==> src/rtl/morse_pkg.sv <==
// morse_pkg: char codes, button events, Morse decode and 7-segment font shared by the translator.
package morse_pkg;

    localparam int NSLOTS = 8;
    localparam int SYM_W  = 5;

    typedef enum logic [5:0] {
        CH_EMPTY, CH_A, CH_B, CH_C, CH_D, CH_E, CH_F, CH_G, CH_H, CH_I,
        CH_J, CH_K, CH_L, CH_M, CH_N, CH_O, CH_P, CH_Q, CH_R, CH_S,
        CH_T, CH_U, CH_V, CH_W, CH_X, CH_Y, CH_Z, CH_0, CH_1, CH_2,
        CH_3, CH_4, CH_5, CH_6, CH_7, CH_8, CH_9
    } char_t;

    typedef enum logic [2:0] {
        EV_NONE, EV_DOT, EV_DASH, EV_COMMIT, EV_BSP, EV_CLEAR
    } event_t;

    // bits hold the last len symbols, oldest symbol in the highest used bit; dash = 1
    function automatic logic [5:0] decode(input logic [2:0] len, input logic [4:0] bits);
        case ({len, bits})
            {3'd2, 5'b00001}: return CH_A;
            {3'd4, 5'b01000}: return CH_B;
            {3'd4, 5'b01010}: return CH_C;
            {3'd3, 5'b00100}: return CH_D;
            {3'd1, 5'b00000}: return CH_E;
            {3'd4, 5'b00010}: return CH_F;
            {3'd3, 5'b00110}: return CH_G;
            {3'd4, 5'b00000}: return CH_H;
            {3'd2, 5'b00000}: return CH_I;
            {3'd4, 5'b00111}: return CH_J;
            {3'd3, 5'b00101}: return CH_K;
            {3'd4, 5'b00100}: return CH_L;
            {3'd2, 5'b00011}: return CH_M;
            {3'd2, 5'b00010}: return CH_N;
            {3'd3, 5'b00111}: return CH_O;
            {3'd4, 5'b00110}: return CH_P;
            {3'd4, 5'b01101}: return CH_Q;
            {3'd3, 5'b00010}: return CH_R;
            {3'd3, 5'b00000}: return CH_S;
            {3'd1, 5'b00001}: return CH_T;
            {3'd3, 5'b00001}: return CH_U;
            {3'd4, 5'b00001}: return CH_V;
            {3'd3, 5'b00011}: return CH_W;
            {3'd4, 5'b01001}: return CH_X;
            {3'd4, 5'b01011}: return CH_Y;
            {3'd4, 5'b01100}: return CH_Z;
            {3'd5, 5'b11111}: return CH_0;
            {3'd5, 5'b01111}: return CH_1;
            {3'd5, 5'b00111}: return CH_2;
            {3'd5, 5'b00011}: return CH_3;
            {3'd5, 5'b00001}: return CH_4;
            {3'd5, 5'b00000}: return CH_5;
            {3'd5, 5'b10000}: return CH_6;
            {3'd5, 5'b11000}: return CH_7;
            {3'd5, 5'b11100}: return CH_8;
            {3'd5, 5'b11110}: return CH_9;
            default:          return CH_EMPTY;
        endcase
    endfunction

    // active-low {a,b,c,d,e,f,g}
    function automatic logic [6:0] font(input logic [5:0] ch);
        case (ch)
            CH_A: return 7'h08;
            CH_B: return 7'h60;
            CH_C: return 7'h31;
            CH_D: return 7'h42;
            CH_E: return 7'h30;
            CH_F: return 7'h38;
            CH_G: return 7'h21;
            CH_H: return 7'h48;
            CH_I: return 7'h79;
            CH_J: return 7'h43;
            CH_K: return 7'h28;
            CH_L: return 7'h71;
            CH_M: return 7'h2B;
            CH_N: return 7'h6A;
            CH_O: return 7'h01;
            CH_P: return 7'h18;
            CH_Q: return 7'h0C;
            CH_R: return 7'h7A;
            CH_S: return 7'h24;
            CH_T: return 7'h70;
            CH_U: return 7'h41;
            CH_V: return 7'h63;
            CH_W: return 7'h55;
            CH_X: return 7'h36;
            CH_Y: return 7'h44;
            CH_Z: return 7'h12;
            CH_0: return 7'h01;
            CH_1: return 7'h4F;
            CH_2: return 7'h12;
            CH_3: return 7'h06;
            CH_4: return 7'h4C;
            CH_5: return 7'h24;
            CH_6: return 7'h20;
            CH_7: return 7'h0F;
            CH_8: return 7'h00;
            CH_9: return 7'h04;
            default: return 7'h7F;
        endcase
    endfunction

endpackage

==> src/rtl/morse_text_top_seg_scan.sv <==
// seg_scan: refresh divider and digit index driving an 8-digit common-anode multiplexed display.
module seg_scan
    import morse_pkg::*;
#(
    parameter int REFRESH_DIV = 100000
) (
    input  logic                   clock,
    input  logic                   reset_n,
    input  logic [NSLOTS-1:0][5:0] text,
    output logic [7:0]             anode,
    output logic [6:0]             out
);

    localparam int DW = (REFRESH_DIV > 1) ? $clog2(REFRESH_DIV) : 1;

    logic [DW-1:0] div;
    logic [2:0]    idx;
    logic          last;

    assign last = (div == DW'(REFRESH_DIV - 1));

    always_ff @(posedge clock or negedge reset_n) begin
        if (!reset_n) begin
            div <= '0;
            idx <= '0;
        end else begin
            div <= last ? '0 : div + 1'b1;
            idx <= last ? idx + 3'd1 : idx;
        end
    end

    // slot 0 sits on the leftmost digit, driven by anode[7]
    assign anode = ~(8'h80 >> idx);
    assign out   = font(text[idx]);

endmodule

==> src/rtl/morse_text_top.sv <==
// morse_text_top: Morse text entry; buttons build a symbol code, commit decodes it into an
// 8-character buffer shown on a multiplexed 7-segment display.
module morse_text_top
    import morse_pkg::*;
#(
    parameter int REFRESH_DIV = 100000,
    parameter int MAX_SYMBOLS = 5
) (
    input  logic       clock,
    input  logic       reset_n,
    input  logic       btn1,
    input  logic       btn2,
    input  logic       btn3,
    input  logic       btn4,
    input  logic       btn5,
    output logic [7:0] anode,
    output logic [6:0] out
);

    logic [2:0]             sym_len, sym_len_n;
    logic [SYM_W-1:0]       sym_bits, sym_bits_n;
    logic [NSLOTS-1:0][5:0] text, text_n;
    logic [3:0]             count, count_n;
    logic [5:0]             code;
    event_t                 ev;

    assign ev = btn4 ? EV_CLEAR  :
                btn5 ? EV_BSP    :
                btn3 ? EV_COMMIT :
                btn2 ? EV_DASH   :
                btn1 ? EV_DOT    : EV_NONE;

    assign code = decode(sym_len, sym_bits);

    always_ff @(posedge clock or negedge reset_n) begin
        if (!reset_n) begin
            sym_len  <= '0;
            sym_bits <= '0;
            text     <= '0;
            count    <= '0;
        end else begin
            sym_len  <= sym_len_n;
            sym_bits <= sym_bits_n;
            text     <= text_n;
            count    <= count_n;
        end
    end

    always_comb begin
        sym_len_n  = sym_len;
        sym_bits_n = sym_bits;
        text_n     = text;
        count_n    = count;
        case (ev)
            EV_CLEAR: begin
                sym_len_n  = '0;
                sym_bits_n = '0;
                text_n     = '0;
                count_n    = '0;
            end
            EV_BSP: begin
                sym_len_n  = '0;
                sym_bits_n = '0;
                if (count != 4'd0) begin
                    text_n[count[2:0] - 3'd1] = CH_EMPTY;
                    count_n                   = count - 4'd1;
                end
            end
            EV_COMMIT: begin
                sym_len_n  = '0;
                sym_bits_n = '0;
                // a full buffer restarts with the new letter alone at the left
                if (code != CH_EMPTY) begin
                    if (count == 4'd8) begin
                        text_n    = '0;
                        text_n[0] = code;
                        count_n   = 4'd1;
                    end else begin
                        text_n[count[2:0]] = code;
                        count_n            = count + 4'd1;
                    end
                end
            end
            EV_DOT, EV_DASH: begin
                if (sym_len < 3'(MAX_SYMBOLS)) begin
                    sym_bits_n = {sym_bits[SYM_W-2:0], ev == EV_DASH};
                    sym_len_n  = sym_len + 3'd1;
                end
            end
            default: ;
        endcase
    end

    seg_scan #(.REFRESH_DIV(REFRESH_DIV)) u_scan (
        .clock   (clock),
        .reset_n (reset_n),
        .text    (text),
        .anode   (anode),
        .out     (out)
    );

endmodule

==> config.mk <==
export PLATFORM = sky130hd
export DESIGN_NAME = morse_text_top
export DESIGN_NICKNAME = d
export VERILOG_FILES = /design/src/rtl/morse_pkg.sv /design/src/rtl/morse_text_top_seg_scan.sv /design/src/rtl/morse_text_top.sv
export SDC_FILE = /design/constraint.sdc
export NUM_CORES = 1
export LEC_CHECK = 0
export BUFFER_PORTS_ARGS = -buffer_cell sky130_fd_sc_hd__buf_2
export CAP_MARGIN = 20
export CORE_MARGIN = 2
export CORE_UTILIZATION = 50
export DETAILED_ROUTE_END_ITERATION = 12
export GPL_TIMING_DRIVEN = 0
export HOLD_SLACK_MARGIN = 0.08
export PLACE_DENSITY = 0.69
export SYNTH_ARGS = -nofsm -noshare
export SYNTH_HDL_FRONTEND = slang
export SYNTH_SLANG_ARGS = --single-unit
==> constraint.sdc <==
create_clock -name clock -period 3.8 [get_ports clock]
set_clock_uncertainty 0.05 [all_clocks]
set_input_delay 0.76 -clock clock [delete_from_list [all_inputs] [get_ports clock]]
set_output_delay 0.76 -clock clock [all_outputs]
set_load 0.1 [all_outputs]
### After elaboration in Yosys (flattened, before gate mapping)

Memories as Yosys holds them, arrays and structs flattened.
Cells that the tools add are included.

* bits in registers: 80
* bits in latches: 0
* bits in writable memories: 0
* ROM bits: 448
* input bits: 7
* output and inout bits: 15
* logic and storage cells: 112
* memories kept: 1

* $add $sub $neg: 6
* multiply operators: 0
* div/mod/pow operators: 0
* magnitude comparators: 6
* eq/ne operators: 46
* shift operators: 1
* multiplexer cells: 26
* bitwise gates (word level): 3
* reductions and logical operators: 10

Memories
* (name not given): words 64, bits a word 7, rd ports 1, clocked after Yosys merged registers in 0, wr ports 0, RTL line morse_pkg.sv:63 `case (ch)`

Operators by type and width (number)
* one-hot mux 6 bit (36 select lines): 1
* == test 8 bit, second input constant: 22
* two-way mux 48 bit: 3
* one-hot mux 48 bit (3 select lines): 1
* == test 8 x 7 -> 1 bit, second input constant: 12
* AND 48 bit: 1
* bitwise mux 48 bit: 1
* NOT 48 bit: 1
* demux 6 bit (select 3 bit): 2
* binary-select mux 6 bit (select 3 bit): 1
* two-way mux 6 bit: 3
* adder 17 x 1 -> 17 bit, second input constant: 1
* == test 17 bit, second input constant: 1
* two-way mux 17 bit: 1
* == test 8 x 6 -> 1 bit, second input constant: 2
* < comparator 3 x 4 -> 1 bit, second input constant: 3
* two-way mux 4 bit: 3
* one-hot mux 4 bit (3 select lines): 1
* one-hot mux 5 bit (2 select lines): 1
* two-way mux 3 bit: 3
* NOT 8 bit: 1
* right shift 8 x 3 -> 8 bit, first input constant: 1
* adder 3 x 1 -> 3 bit, second input constant: 2
* == test 3 x 2 -> 1 bit, second input constant: 2
* other kinds (22): 28

### Longest topological paths before layout

* depth after elaboration: 9
* depth in mapped cells: 11
* gate-level depth less buffers: 10

### By module

A second synthesis with hierarchy kept.

* cell total of the unflattened synthesis: 543
* area total of the unflattened synthesis: 5441.5 um^2

By module, submodules not included
* morse_text_top: instances 1, cells each 340, area each 3509.6 um^2, seq. area each 1501.4 um^2
* seg_scan: instances 1, cells each 203, area each 1931.9 um^2, seq. area each 500.5 um^2

### Worst setup path before layout

No wires, ideal clock.

* path kind: reg2out
* start: reg u_scan.idx[1]
* end: out out[3]
* arrival time: 4.786 ns
* data required time: 2.990 ns
* slack: -1.796 ns
* cell stages (with the launch flop): 11
* buffers on the path: 1
* cells stage by stage: dfrtp_1 buf_2 mux4_2 mux2i_1 inv_1 ha_1 nor2_1 a211oi_1 a21o_1 mux2i_1 o21ai_0

* cells in the longest elaborated chain, start to end: 3

Ends and longest elaborated chain
* start: declaration: RTL line morse_text_top_seg_scan.sv:17 `logic [2:0] idx;`
* start signal: assignment: RTL line morse_text_top_seg_scan.sv:28 `idx <= last ? idx + 3'd1 : idx;`
* binary-select mux 6 bit (select 3 bit): RTL line morse_text_top_seg_scan.sv:34 `assign out = font(text[idx]);`
* two-way mux 6 bit (not written as such): RTL line morse_text_top_seg_scan.sv:34
* memory (64 x 7 bit)
* end: declaration: RTL line morse_text_top.sv:17 `output logic [6:0] out`

No other way between the ends. The select of a mux whose other input is x is not followed.

### Final worst setup path

Ends and elaborated chain as after synthesis.

==> flow_summary.ini <==
[timing]
clock.fmax_mhz = 267.1
setup_viol = 0
slew_viol_final = 0
fin_crit_sh = 0.9851
tightestPinTransition_ns = 0.9339
holdWs_ns = 0.2516
rsz0062_at_grt = true
layout_setup_ws_ns = 0.05659
hold_viol = 0
post-route-min-period_ns = 3.743
maxSlewHeadroom = 0.3726
setup_tns_ns = 0

[critical_path]
critPathLaunchType = register
path_max_fanout = 8
cp-startpoint = u_scan.idx[1]
criticalPathCategory = register to primary output
reg2reg_from = sym_len[0]
crit_arrival_ns = 2.93
end_kind = primary output
worstPathRequired_ns = 2.99

[synthesis]
synth_top_cell_by_area = dfrtp_1
synth_area_um2 = 5615
ys_types = 78
synth_edf_count = 0
netlist_top_cells_area = dfrtp_1 36%, nand2_1 6.5%, mux4_2 4.8%
yosysSeqAreaShare = 0.3565
ys_ff_latch = 80
ys_warn_count = 0
synth_fp_nets = 693
yosysMostFrequentCell = nand2_1
synth_top_cell_area_share = 0.3565
avgSynthCellArea_um2 = 8.406
syn_inst = 668
ys.flop_type = dfrtp_1
synth_common_cells = 97 x nand2_1, 80 x dfrtp_1, 68 x inv_1
async_reset_ff_frac = 1.000

[floorplan]
start_util = 0.5157
io_pins = 22
die_w_um = 110.0
die_area_um2 = 12090
rows = 38
core_um2 = 10890
die_h_um = 110.0

[detailed_routing]
routed_via_density = 5.928
drt_iter0_drc = 613
ant_nets = 0
drc = 0
wirelength_mm = 14.83
wl_per_cell_um = 17.28
routed-via-count = 5086
firstDrtPassIters = 7

[power]
vdd_drop_max_mv = 0.2898
swShare = 0.3525
internal_power_mw = 1.330
finalPower_mw = 2.054
leakage_nw = 2.631
p_switching_mw = 0.7241
power_density_nw_per_um2 = 313.1
comb_power_share = 0.247
seqPwrFrac = 0.434
power_frac_clock = 0.319

[global_routing]
grt_max_degree = 53
grt_usage = 0.2594
grt_pass1_vias = 5042
antenna_found_initial = 0
grt_pass1_wl_mm = 24.57
gr-total-overflow = 0

[finish]
drive_above_1_share = 0.1950
area_growth_pct = 16.82
antenna_cells = 0
fin_nets = 738
final_area_um2 = 6560

[clock_network]
clk_pin_slew_ns = 0.09
clkLatencyLatePin_ns = 0.37
cts.sinks = 80
numCtsBuffers = 9
cts_tree = built
clock_path_buffers = 2
clockRootBuffer = clkbuf_8
htreeDepth = 3

[placed_design]
place_hpwl_mm = 10.41
port_buffers = 21
placed_cell_area_um2 = 6042
finalWeightedCongestion = 0.9626
preCtsSetupSlack_ns = -0.4551

[min_path]
min_path_type = input pin to asynchronous set/reset pin

[run_status]
status = complete, no violations

[run]
cap_viol_max_count = 0
## what timing repair did
item                                    CTS  global route
buffers inserted                          6             6
hold buffers                              0             0
gates cloned                              0             0
endpoints found under the setup margin    7             7
resized for setup                        40            28
pin swaps                                 1             8
## final cells by class
type,count,area [µm²]
Fill cell,956,4328
Clock buffer,9,123.9
Tap cell,140,175.2
Buffer,37,205.2
Sequential cell,80,2004
Timing Repair Buffer,35,325.3
Clock inverter,7,80.08
Inverter,70,265.3
Multi-Input combinational cell,480,3381
## kinds of logic (layout without fill, tap and decap cells)
| group | Yosys count | in the layout | synth area share |
|---|---|---|---|
| adder cells (fa/ha/maj) | 18 | 18 | 0.04011 |
| AO/OA/AOI/OAI | 166 | 166 | 0.1916 |
| AND/OR/NAND/NOR | 251 | 251 | 0.2304 |
| flip-flops | 80 | 80 | 0.3565 |
| multiplexers | 23 | 23 | 0.06818 |
| XOR/XNOR | 22 | 22 | 0.03431 |
| buffers and inverters | 108 | 158 | 0.07887 |
## worst max-delay path, cell delays in order (launching register included)
cell      delay (ns)
dfrtp_2         0.41
buf_12          0.14
mux4_2          0.55
mux2i_4         0.22
inv_2           0.09
ha_4            0.32
nor2_4          0.05
a211oi_2        0.18
a21o_1          0.13
mux2i_2         0.09
o21ai_4         0.18
buf_12          0.19
## per-stage QoR
stage	utilization	cells
2_1_floorplan	-	668
3_3_place_gp	0.5517	829
3_5_place_dp	0.5549	831
4_1_cts	0.5904	852
5_1_grt	0.6025	858
6_report	0.6025	858
## worst paths after layout
kind / cells after the start / slack [ns] / to
max: 11 / 0.06 / out[3]
min in group clock: 1 / 0.42 / u_scan.div[4]
max reg2reg: 9 / 0.66 / text[5]
min reg2reg: 1 / 0.42 / u_scan.div[4]
max in group asynchronous: 2 / 2.85 / text[47]
min: 1 / 0.25 / u_scan.div[11]
## state kept, by name, summed over array words and instances (netlist names)
signal	count
count	4
sym_bits	5
sym_len	3
text	48
u_scan.div	17
u_scan.idx	3
## cells in the final DEF (no fill, tap or decap), types with 12 or more instances in the layout
cell,n
nand2_1,96
buf_2,29
dfrtp_1,78
xnor2_1,13
clkbuf_1,13
o21ai_0,32
buf_4,14
nor2_1,34
inv_1,65
ha_1,14
o21ai_1,43
mux4_2,12
a21oi_1,19
nor3_1,18
nand3_1,24
## power groups by stage
stage          logic, mW  registers (mW)  clock network (mW)
3_3_place_gp       0.469           0.907                   0
2_1_floorplan      0.359           0.901                   0
6_report           0.508           0.891               0.655
4_1_cts            0.493           0.890               0.671
5_1_grt            0.564           0.893               0.710
3_5_place_dp       0.480           0.907                   0
## routing by layer
layer | share of wire | track usage | vias up
met5 | 0 | 0 | -
met4 | 0.0074 | 0.07324 | 0
met3 | 0.061 | 0.05820 | 13
met2 | 0.48 | 0.4163 | 199
met1 | 0.45 | 0.3530 | 2450
li1 | - | - | 2424
Power figures use the tool's default switching activity.
